### config.mk
export PLATFORM = sky130hd
export DESIGN_NAME = huffman_codegen_p_flat
export DESIGN_NICKNAME = d
export VERILOG_FILES = /design/src/rtl/hc_pkg.sv /design/src/rtl/huffman_codegen_p_if.sv /design/src/rtl/hc_lifo.sv /design/src/rtl/huffman_codegen_p.sv /design/src/flat_wrapper.sv
export SDC_FILE = /design/constraint.sdc
export NUM_CORES = 1
export LEC_CHECK = 0
export ABC_AREA = 1
export CELL_PAD_IN_SITES_DETAIL_PLACEMENT = 1
export CELL_PAD_IN_SITES_GLOBAL_PLACEMENT = 1
export CORE_MARGIN = 5
export CORE_UTILIZATION = 45
export DETAILED_ROUTE_END_ITERATION = 8
export PLACE_DENSITY = 0.83
export SYNTH_ARGS = -nofsm -noshare
export SYNTH_HDL_FRONTEND = slang
export SYNTH_SLANG_ARGS = --single-unit
### constraint.sdc
create_clock -name Clk_in -period 3.8 [get_ports Clk_in]
set_input_delay 0.76 -clock Clk_in [delete_from_list [all_inputs] [get_ports Clk_in]]
set_output_delay 0.76 -clock Clk_in [all_outputs]
set_load 0.01 [all_outputs]
### src/rtl/hc_pkg.sv
// Shared types and width helpers for the parametrised Huffman code generator.
package hc_pkg;

  typedef enum logic [1:0] {
    ST_IDLE,
    ST_INIT,
    ST_WALK,
    ST_DONE
  } hc_state_t;

  function automatic int id_w(input int nsym);
    return $clog2(2 * nsym - 1);
  endfunction

  function automatic int len_w(input int maxlen);
    return $clog2(maxlen + 1);
  endfunction

  // Internal node index width; held at 1 so a two-symbol tree still has a port.
  function automatic int waddr_w(input int nsym);
    return (nsym > 2) ? $clog2(nsym - 1) : 1;
  endfunction

  function automatic int code_w(input int maxlen);
    return len_w(maxlen) + maxlen;
  endfunction

endpackage

### src/rtl/huffman_codegen_p_if.sv
// Node-load / start / code-read bus between tree builder, code generator and encoder.
interface huffman_codegen_p_if #(
  parameter int NSYM   = 10,
  parameter int MAXLEN = 9
);
  import hc_pkg::*;

  localparam int ID_W   = id_w(NSYM);
  localparam int WA_W   = waddr_w(NSYM);
  localparam int RA_W   = $clog2(NSYM);
  localparam int CODE_W = code_w(MAXLEN);

  logic                Start_code;
  logic [ID_W-1:0]     Root;
  logic                Node_we;
  logic [WA_W-1:0]     Node_waddr;
  logic [2*ID_W-1:0]   Node_wdata;
  logic [RA_W-1:0]     Code_raddr;
  logic [CODE_W-1:0]   Code_rdata;
  logic                Busy;
  logic                Fin;
  logic                Err;

  modport master (
    output Start_code, Root, Node_we, Node_waddr, Node_wdata, Code_raddr,
    input  Code_rdata, Busy, Fin, Err
  );

  modport slave (
    input  Start_code, Root, Node_we, Node_waddr, Node_wdata, Code_raddr,
    output Code_rdata, Busy, Fin, Err
  );

endinterface

### src/rtl/hc_lifo.sv
// Parametrised LIFO with show-ahead top entry; push+pop together replaces the top.
module hc_lifo #(
  parameter int DEPTH = 9,
  parameter int WIDTH = 8
) (
  input  logic             Clk_in,
  input  logic             n_Rst,
  input  logic             clr,
  input  logic             push,
  input  logic             pop,
  input  logic [WIDTH-1:0] wdata,
  output logic [WIDTH-1:0] rdata,
  output logic             full,
  output logic             empty
);
  localparam int PW = $clog2(DEPTH + 1);
  localparam int AW = (DEPTH > 1) ? $clog2(DEPTH) : 1;

  logic [WIDTH-1:0] mem [DEPTH];
  logic [PW-1:0]    sp;
  logic [AW-1:0]    top_idx;
  logic             replace;

  assign empty   = (sp == '0);
  assign full    = (sp == PW'(DEPTH));
  assign top_idx = AW'(sp - PW'(1));
  assign rdata   = empty ? '0 : mem[top_idx];
  assign replace = push && pop && !empty;

  always_ff @(posedge Clk_in or negedge n_Rst) begin
    if (!n_Rst)                 sp <= '0;
    else if (clr)               sp <= '0;
    else if (replace)           sp <= sp;
    else if (push && !full)     sp <= sp + PW'(1);
    else if (pop && !empty)     sp <= sp - PW'(1);
  end

  always_ff @(posedge Clk_in) begin
    if (!clr && push) begin
      if (replace)    mem[top_idx] <= wdata;
      else if (!full) mem[AW'(sp)] <= wdata;
    end
  end

endmodule

### src/rtl/huffman_codegen_p.sv
// Huffman code generator: depth-first tree walk with an explicit LIFO into a code table.
// Build option HC_COVER_EN adds a visited map that flags duplicate and missing leaves.
//
// state | meaning
// IDLE  | waiting for Start_code; Fin/Err hold the last result
// INIT  | root is a leaf -> single 1-bit code, else start walking
// WALK  | one node per cycle: descend left / emit leaf and pop
// DONE  | (optional coverage check) then raise Fin, back to IDLE
module huffman_codegen_p
  import hc_pkg::*;
#(
  parameter int NSYM   = 10,
  parameter int MAXLEN = 9
) (
  input logic                 Clk_in,
  input logic                 n_Rst,
  huffman_codegen_p_if.slave  bus
);
  localparam int ID_W   = id_w(NSYM);
  localparam int LEN_W  = len_w(MAXLEN);
  localparam int CODE_W = code_w(MAXLEN);
  localparam int WA_W   = waddr_w(NSYM);
  localparam int RA_W   = $clog2(NSYM);
  localparam int NINT   = NSYM - 1;

  localparam logic [ID_W-1:0]  NSYM_ID = ID_W'(NSYM);
  localparam logic [ID_W-1:0]  MAX_ID  = ID_W'(2 * NSYM - 2);
  localparam logic [LEN_W-1:0] LEN_MAX = LEN_W'(MAXLEN);

  typedef struct packed {
    logic [ID_W-1:0]   id;
    logic [MAXLEN-1:0] pfx;
    logic [LEN_W-1:0]  len;
  } stk_ent_t;

  hc_state_t         state, state_n;
  logic [ID_W-1:0]   cur, cur_n;
  logic [MAXLEN-1:0] pfx, pfx_n;
  logic [LEN_W-1:0]  len, len_n;
  logic              err, err_n, fin, fin_n;
  logic              busy;

  logic [2*ID_W-1:0] node_ram [NINT];
  logic [CODE_W-1:0] code_tab [NSYM];
  logic [CODE_W-1:0] code_q, tab_wdata;
  logic [2*ID_W-1:0] node_rd;
  logic [ID_W-1:0]   child_l, child_r;
  logic [RA_W-1:0]   sym_idx;
  logic              tab_we, tab_clr, stk_push, stk_pop, stk_full, stk_empty;
  stk_ent_t          push_ent, top_ent;

`ifdef HC_COVER_EN
  logic [NSYM-1:0]   visited, visited_n;
  logic              chk_done, chk_done_n;
`endif

  assign busy               = (state == ST_INIT) || (state == ST_WALK);
  assign sym_idx            = RA_W'(cur);
  assign node_rd            = node_ram[WA_W'(cur - NSYM_ID)];
  assign {child_l, child_r} = node_rd;

  assign bus.Busy       = busy;
  assign bus.Fin        = fin;
  assign bus.Err        = err;
  assign bus.Code_rdata = code_q;

  // Written in the Start_code cycle too, so the walk already sees the new node.
  always_ff @(posedge Clk_in) begin
    if (bus.Node_we && !busy && ({1'b0, bus.Node_waddr} < (WA_W + 1)'(NINT)))
      node_ram[bus.Node_waddr] <= bus.Node_wdata;
  end

  hc_lifo #(
    .DEPTH (MAXLEN),
    .WIDTH ($bits(stk_ent_t))
  ) u_lifo (
    .Clk_in (Clk_in),
    .n_Rst  (n_Rst),
    .clr    (tab_clr),
    .push   (stk_push),
    .pop    (stk_pop),
    .wdata  (push_ent),
    .rdata  (top_ent),
    .full   (stk_full),
    .empty  (stk_empty)
  );

  always_comb begin
    state_n   = state;
    cur_n     = cur;
    pfx_n     = pfx;
    len_n     = len;
    err_n     = err;
    fin_n     = fin;
    tab_we    = 1'b0;
    tab_clr   = 1'b0;
    tab_wdata = {len, pfx};
    stk_push  = 1'b0;
    stk_pop   = 1'b0;
    push_ent  = '{id: child_r, pfx: pfx << 1, len: len + LEN_W'(1)};
`ifdef HC_COVER_EN
    visited_n  = visited;
    chk_done_n = chk_done;
`endif
    unique case (state)
      ST_IDLE: begin
        if (bus.Start_code) begin
          cur_n   = bus.Root;
          pfx_n   = '0;
          len_n   = '0;
          err_n   = 1'b0;
          fin_n   = 1'b0;
          tab_clr = 1'b1;
          state_n = ST_INIT;
`ifdef HC_COVER_EN
          visited_n  = '0;
          chk_done_n = 1'b0;
`endif
        end
      end
      ST_INIT: begin
        if (cur < NSYM_ID) begin
          tab_we    = 1'b1;
          tab_wdata = {LEN_W'(1), MAXLEN'(1)};
          state_n   = ST_DONE;
`ifdef HC_COVER_EN
          visited_n[sym_idx] = 1'b1;
`endif
        end else begin
          state_n = ST_WALK;
        end
      end
      ST_WALK: begin
        if (cur > MAX_ID) begin
          err_n   = 1'b1;
          state_n = ST_DONE;
        end else if (cur >= NSYM_ID) begin
          if (child_l > MAX_ID || child_r > MAX_ID || len >= LEN_MAX || stk_full) begin
            err_n   = 1'b1;
            state_n = ST_DONE;
          end else begin
            stk_push = 1'b1;
            cur_n    = child_l;
            pfx_n    = (pfx << 1) | MAXLEN'(1);
            len_n    = len + LEN_W'(1);
          end
        end else begin
          tab_we = 1'b1;
          if (stk_empty) begin
            state_n = ST_DONE;
          end else begin
            stk_pop = 1'b1;
            cur_n   = top_ent.id;
            pfx_n   = top_ent.pfx;
            len_n   = top_ent.len;
          end
`ifdef HC_COVER_EN
          visited_n[sym_idx] = 1'b1;
          if (visited[sym_idx]) begin
            tab_we  = 1'b0;
            stk_pop = 1'b0;
            err_n   = 1'b1;
            state_n = ST_DONE;
          end
`endif
        end
      end
      ST_DONE: begin
`ifdef HC_COVER_EN
        if (!chk_done) begin
          chk_done_n = 1'b1;
          if (!(&visited)) err_n = 1'b1;
        end else begin
          fin_n   = 1'b1;
          state_n = ST_IDLE;
        end
`else
        fin_n   = 1'b1;
        state_n = ST_IDLE;
`endif
      end
      default: state_n = ST_IDLE;
    endcase
  end

  always_ff @(posedge Clk_in or negedge n_Rst) begin
    if (!n_Rst) begin
      state <= ST_IDLE;
      cur   <= '0;
      pfx   <= '0;
      len   <= '0;
      err   <= 1'b0;
      fin   <= 1'b0;
`ifdef HC_COVER_EN
      visited  <= '0;
      chk_done <= 1'b0;
`endif
    end else begin
      state <= state_n;
      cur   <= cur_n;
      pfx   <= pfx_n;
      len   <= len_n;
      err   <= err_n;
      fin   <= fin_n;
`ifdef HC_COVER_EN
      visited  <= visited_n;
      chk_done <= chk_done_n;
`endif
    end
  end

  always_ff @(posedge Clk_in or negedge n_Rst) begin
    if (!n_Rst) begin
      for (int i = 0; i < NSYM; i++) code_tab[i] <= '0;
      code_q <= '0;
    end else begin
      if (tab_clr) begin
        for (int i = 0; i < NSYM; i++) code_tab[i] <= '0;
      end else if (tab_we) begin
        code_tab[sym_idx] <= tab_wdata;
      end
      code_q <= ({1'b0, bus.Code_raddr} < (RA_W + 1)'(NSYM)) ? code_tab[bus.Code_raddr] : '0;
    end
  end

endmodule

### src/flat_wrapper.sv
// flat-port wrapper written by rule: the top's interface ports become plain ports
module huffman_codegen_p_flat import hc_pkg::*;
#(
  parameter int NSYM   = 10,
  parameter int MAXLEN = 9
)
  (Clk_in, n_Rst, bus_Start_code, bus_Root, bus_Node_we, bus_Node_waddr, bus_Node_wdata, bus_Code_raddr, bus_Code_rdata, bus_Busy, bus_Fin, bus_Err);
  huffman_codegen_p_if #(.NSYM(NSYM), .MAXLEN(MAXLEN)) bus_i ();
  input logic Clk_in;
  input logic n_Rst;
  input wire logic [$bits(bus_i.Start_code)-1:0] bus_Start_code;
  input wire logic [$bits(bus_i.Root)-1:0] bus_Root;
  input wire logic [$bits(bus_i.Node_we)-1:0] bus_Node_we;
  input wire logic [$bits(bus_i.Node_waddr)-1:0] bus_Node_waddr;
  input wire logic [$bits(bus_i.Node_wdata)-1:0] bus_Node_wdata;
  input wire logic [$bits(bus_i.Code_raddr)-1:0] bus_Code_raddr;
  output wire logic [$bits(bus_i.Code_rdata)-1:0] bus_Code_rdata;
  output wire logic [$bits(bus_i.Busy)-1:0] bus_Busy;
  output wire logic [$bits(bus_i.Fin)-1:0] bus_Fin;
  output wire logic [$bits(bus_i.Err)-1:0] bus_Err;
  assign bus_i.Start_code = bus_Start_code;
  assign bus_i.Root = bus_Root;
  assign bus_i.Node_we = bus_Node_we;
  assign bus_i.Node_waddr = bus_Node_waddr;
  assign bus_i.Node_wdata = bus_Node_wdata;
  assign bus_i.Code_raddr = bus_Code_raddr;
  assign bus_Code_rdata = bus_i.Code_rdata;
  assign bus_Busy = bus_i.Busy;
  assign bus_Fin = bus_i.Fin;
  assign bus_Err = bus_i.Err;
  huffman_codegen_p #(.NSYM(NSYM), .MAXLEN(MAXLEN)) u_core (.Clk_in(Clk_in), .n_Rst(n_Rst), .bus(bus_i));
endmodule
==> results of run 1 <==
-- metrics by stage --
| step | instances | hold slack (ps) | utilization |
|---|---|---|---|
| 2_1_floorplan | 1676 | 453 | - |
| 3_3_place_gp | 2173 | 474 | 0.481 |
| 3_5_place_dp | 2173 | 483 | 0.481 |
| 4_1_cts | 2255 | 234 | 0.519 |
| 5_1_grt | 2258 | 265 | 0.520 |
| 6_report | 2258 | 212 | 0.520 |
-- power by group --
group	switching (mW)	leakage, nW	internal, mW
logic	4.35	2.62	1.70
clock network	1.82	0.713	2.55
registers	0.446	4.49	5.59
total	6.61	7.82	9.84
-- routing by layer --
| layer | GRT usage | routed length [µm] |
|---|---|---|
| met1 | 0.291 | 20600 |
| met2 | 0.400 | 25700 |
| met3 | 0.0352 | 2360 |
| met4 | 0.0707 | 1440 |
| met5 | 0 | 0 |
-- critical path, stage by stage, from the launching register on --
cell and delay [ps]:
sky130_fd_sc_hd__dfrtp_1 410, sky130_fd_sc_hd__inv_4 190, sky130_fd_sc_hd__ha_2 210, sky130_fd_sc_hd__inv_1 70, sky130_fd_sc_hd__nand2_2 100, sky130_fd_sc_hd__nand2_1 80
sky130_fd_sc_hd__a31oi_2 220, sky130_fd_sc_hd__inv_2 80, sky130_fd_sc_hd__nor2_4 370, sky130_fd_sc_hd__inv_2 140, sky130_fd_sc_hd__a21oi_4 520, sky130_fd_sc_hd__nand3_1 630
sky130_fd_sc_hd__o22ai_1 380
-- synthesized netlist by cell type (2+ instances only) --
library cell                 n
sky130_fd_sc_hd__a221oi_1    3
sky130_fd_sc_hd__nor2_4      3
sky130_fd_sc_hd__clkinv_1    7
sky130_fd_sc_hd__nand2_2     5
sky130_fd_sc_hd__nand4_1    14
sky130_fd_sc_hd__o22ai_1    70
sky130_fd_sc_hd__o21ai_0   153
sky130_fd_sc_hd__nor2_1     73
sky130_fd_sc_hd__ha_1       12
sky130_fd_sc_hd__a22oi_1    17
sky130_fd_sc_hd__buf_1      14
sky130_fd_sc_hd__dfrtp_1   169
sky130_fd_sc_hd__nand3_2     3
sky130_fd_sc_hd__buf_4       9
sky130_fd_sc_hd__a21oi_1   111
sky130_fd_sc_hd__buf_2      22
sky130_fd_sc_hd__clkbuf_1   51
sky130_fd_sc_hd__a221o_1    10
sky130_fd_sc_hd__inv_2       6
sky130_fd_sc_hd__nor2_2      4
sky130_fd_sc_hd__edfxtp_1  243
sky130_fd_sc_hd__nor4_1      6
sky130_fd_sc_hd__o21ai_1    10
sky130_fd_sc_hd__nand2_1   320
sky130_fd_sc_hd__xor2_1      3
sky130_fd_sc_hd__nand3b_1    2
sky130_fd_sc_hd__or2_2       2
sky130_fd_sc_hd__xnor2_1     2
sky130_fd_sc_hd__o211ai_1   19
sky130_fd_sc_hd__a32o_1      6
sky130_fd_sc_hd__buf_6       5
sky130_fd_sc_hd__nor3_1      2
sky130_fd_sc_hd__inv_1     111
sky130_fd_sc_hd__a31oi_1    12
sky130_fd_sc_hd__nand3_1   163
sky130_fd_sc_hd__o221ai_1    5
-- final timing paths --
| check | cells after the start | slack [ps] | to |
|---|---|---|---|
| max | 12 | 300 | u_core.code_tab[16] |
| min | 1 | 210 | u_core.code_tab[33] |
| max reg2reg | 12 | 300 | u_core.code_tab[16] |
| min reg2reg | 2 | 510 | u_core.code_tab[28] |
| max in group asynchronous | 2 | 2690 | u_core.code_tab[47] |
| min in group Clk_in | 2 | 510 | u_core.code_tab[28] |
-- what timing repair did --
item	4_1_cts	5_1_grt
setup buffers	0	3
hold buffers	0	0
endpoints found under the setup margin	0	112
gates resized for setup	0	4
-- registers in the layout, indices dropped and copies added (netlist names) --
name and cells:
u_core.u_lifo.mem 153, u_core.code_tab 130, u_core.node_ram 90, u_core.bus.Code_rdata 13, u_core.pfx 9, u_core.cur 5, u_core.len 4, u_core.u_lifo.sp 4
u_core.state 2, u_core.bus.Err 1, u_core.bus.Fin 1
-- kinds of logic after synthesis --
logic type      share of synthesized area
compound gates                      0.137
xor+xnor                          0.00247
fa+ha+maj                         0.00847
buf+inv                            0.0541
flops                               0.651
simple gates                        0.147
-- cell usage in the layout (no fill, tap or decap), types with 6 or more instances in the layout --
cell and count:
sky130_fd_sc_hd__nand2_1 319, sky130_fd_sc_hd__edfxtp_1 243, sky130_fd_sc_hd__dfrtp_1 168, sky130_fd_sc_hd__nand3_1 163
sky130_fd_sc_hd__o21ai_0 153, sky130_fd_sc_hd__inv_1 111, sky130_fd_sc_hd__a21oi_1 111, sky130_fd_sc_hd__o22ai_1 70
sky130_fd_sc_hd__nor2_1 67, sky130_fd_sc_hd__clkbuf_16 44, sky130_fd_sc_hd__clkdlybuf4s50_1 40, sky130_fd_sc_hd__buf_4 39
sky130_fd_sc_hd__o211ai_1 19, sky130_fd_sc_hd__a22oi_1 17, sky130_fd_sc_hd__nand4_1 14, sky130_fd_sc_hd__clkinv_1 12
sky130_fd_sc_hd__a31oi_1 12, sky130_fd_sc_hd__ha_1 11, sky130_fd_sc_hd__a221o_1 10, sky130_fd_sc_hd__o21ai_1 10
sky130_fd_sc_hd__clkbuf_1 9, sky130_fd_sc_hd__nor2_2 8, sky130_fd_sc_hd__clkinv_2 8, sky130_fd_sc_hd__inv_2 6
sky130_fd_sc_hd__a32o_1 6, sky130_fd_sc_hd__nor4_2 6
-- layout make-up --
type / count / area [µm²]
Clock inverter: 26 / 292
Fill cell: 4127 / 18600
Sequential cell: 412 / 11500
Multi-Input combinational cell: 1037 / 5310
Clock buffer: 56 / 1180
Tap cell: 518 / 648
Inverter: 126 / 484
Timing Repair Buffer: 83 / 749
==> run summary, run 1 <==
The share of synthesized area in the top cell type comes to 0.412. The number of ports placed on the die boundary is 43. Sorting the synthesized cells by area gives the leading types as sky130_fd_sc_hd__edfxtp_1, sky130_fd_sc_hd__dfrtp_1, sky130_fd_sc_hd__nand2_1, sky130_fd_sc_hd__nand3_1, sky130_fd_sc_hd__o21ai_0. In this run the worst hold path is classified as in -> async.

The post-route total power came out at 16.5 mW. The number of core rows is 72. The post-placement worst setup slack is 128 ps. The post-DP HPWL is 32100 µm. The number of antenna violations at the first check in global routing came to 0. The number of flip-flops and latches in the synthesized netlist came out at 412. sky130_fd_sc_hd__edfxtp_1 takes more of the synthesized area than any other cell. The number of maximum-capacitance violations came out at 0.

The headroom to the max-slew limit is 0.347. The count of pins over their slew limit came out at 0. After floorplanning, the core was sized to cover 38800 µm². Clock-pin slew was measured on the worst setup and hold paths at 60 ps. The average footprint of a synthesized cell is 10.6 µm². The total standard cell area after synthesis came out at 17700 µm². The setup skew after layout is 33.7 ps. The buffer depth of the longest clock path came out at 3. The via count of the routed design is 13.3k. The aggregate global routing overflow came out at 0. In the synthesized netlist the dominant register cell turns out to be sky130_fd_sc_hd__edfxtp_1. The cell area power density came out at 815 nW/µm². The relative area change from synthesis to final layout came out at 14.0%. The clock insertion delay at the later pin of the skew report came out at 600 ps.

The worst setup path is of the reg -> reg kind. For this run, the top clock speed supported by timing is 286 MHz. The number of input and output port buffers inserted is 42. In the final layout, the share of cells above drive strength 1 is 0.0902.

The tree is rooted in a sky130_fd_sc_hd__clkbuf_16. The pin count of the biggest net entering global routing came out at 87. The clock tree from TritonCTS is built. Setup repair after global routing left no endpoint under its margin. The reg-to-reg startpoint is u_core.cur[1]. In the routed design, unresolved DRC markers number 0. The number of diodes added for antenna fixing is 0. The least setup slack across all paths after layout is 298 ps.

The final wirelength is 50100 µm. For this run, the number of Yosys warnings is 0. The worst path needs 3500 ps of the cycle, external delays included. The summed negative setup slack over all endpoints is 0 ps. After detailed routing, the average wire length per cell comes to 22.2 µm.

For the pin with the worst max-slew slack, the measured transition is 979 ps. The clock sink total came out at 412. The initial cell density of the core came out at 0.456.

The count of endpoints failing hold in the final timing report was 0. The post-route standard cell area excluding fillers came out at 20200 µm². The critical path launch point type is a flip-flop. Measured along the y axis, the die boundary spans 208 µm. The number of levels in the clock H-tree is 2.

The final setup violation count came out at 0. The highest net fanout along the worst path came out at 23. The first global-routing pass estimated 79000 µm of wire. In this run the cell area measured after placement is 18700 µm². The first routing iteration left 1086 violations. STA classifies the critical path endpoint as a flip-flop. The run finished with clean final reports. The number of different library cells in the post-synthesis netlist is 45. Before antenna repair, the detailed router went through 5 iterations. Buffers inserted during clock tree synthesis total 44.

The static leakage came out at 7.82 nW. In the synthesized netlist the async set-or-reset flop fraction comes to 0.410. The weighted congestion reported at the end of routability-driven placement is 0.862. The final worst-path cycle share is 0.922. The via count of the first global-routing pass is 14.1k.

The per-cell via count in the routed design is 5.87. The required time of the critical path came out at 4280 ps. The net count after synthesis came out at 1715. The final net count is 1743. The count of mapped cells out of synthesis came out at 1676.

IR analysis of the VDD net gives a maximum drop of 635 µV. The area of the die came out at 43400 µm². Counting flops with a built-in enable in the synthesized netlist gives 243. In this run the horizontal extent of the chip is 208 µm.

STA puts the critical path data arrival time at 3980 ps. For this run, the register share of the synthesized area comes to 0.651. The number of nets with antenna violations after routing is 0. The launching instance or port of the critical path is u_core.cur[1]. The overall routing resource usage came out at 0.228.
No activity file was read; power rests on OpenSTA's default activity.
==> inputs of run 2 (changes only) <==
SKIP_CTS_REPAIR_TIMING = 1   (was default)
TNS_END_PERCENT = 100   (was default)
==> results of run 2 <==
Same layout as run 1: the final DEF is identical, and so are final timing and power.
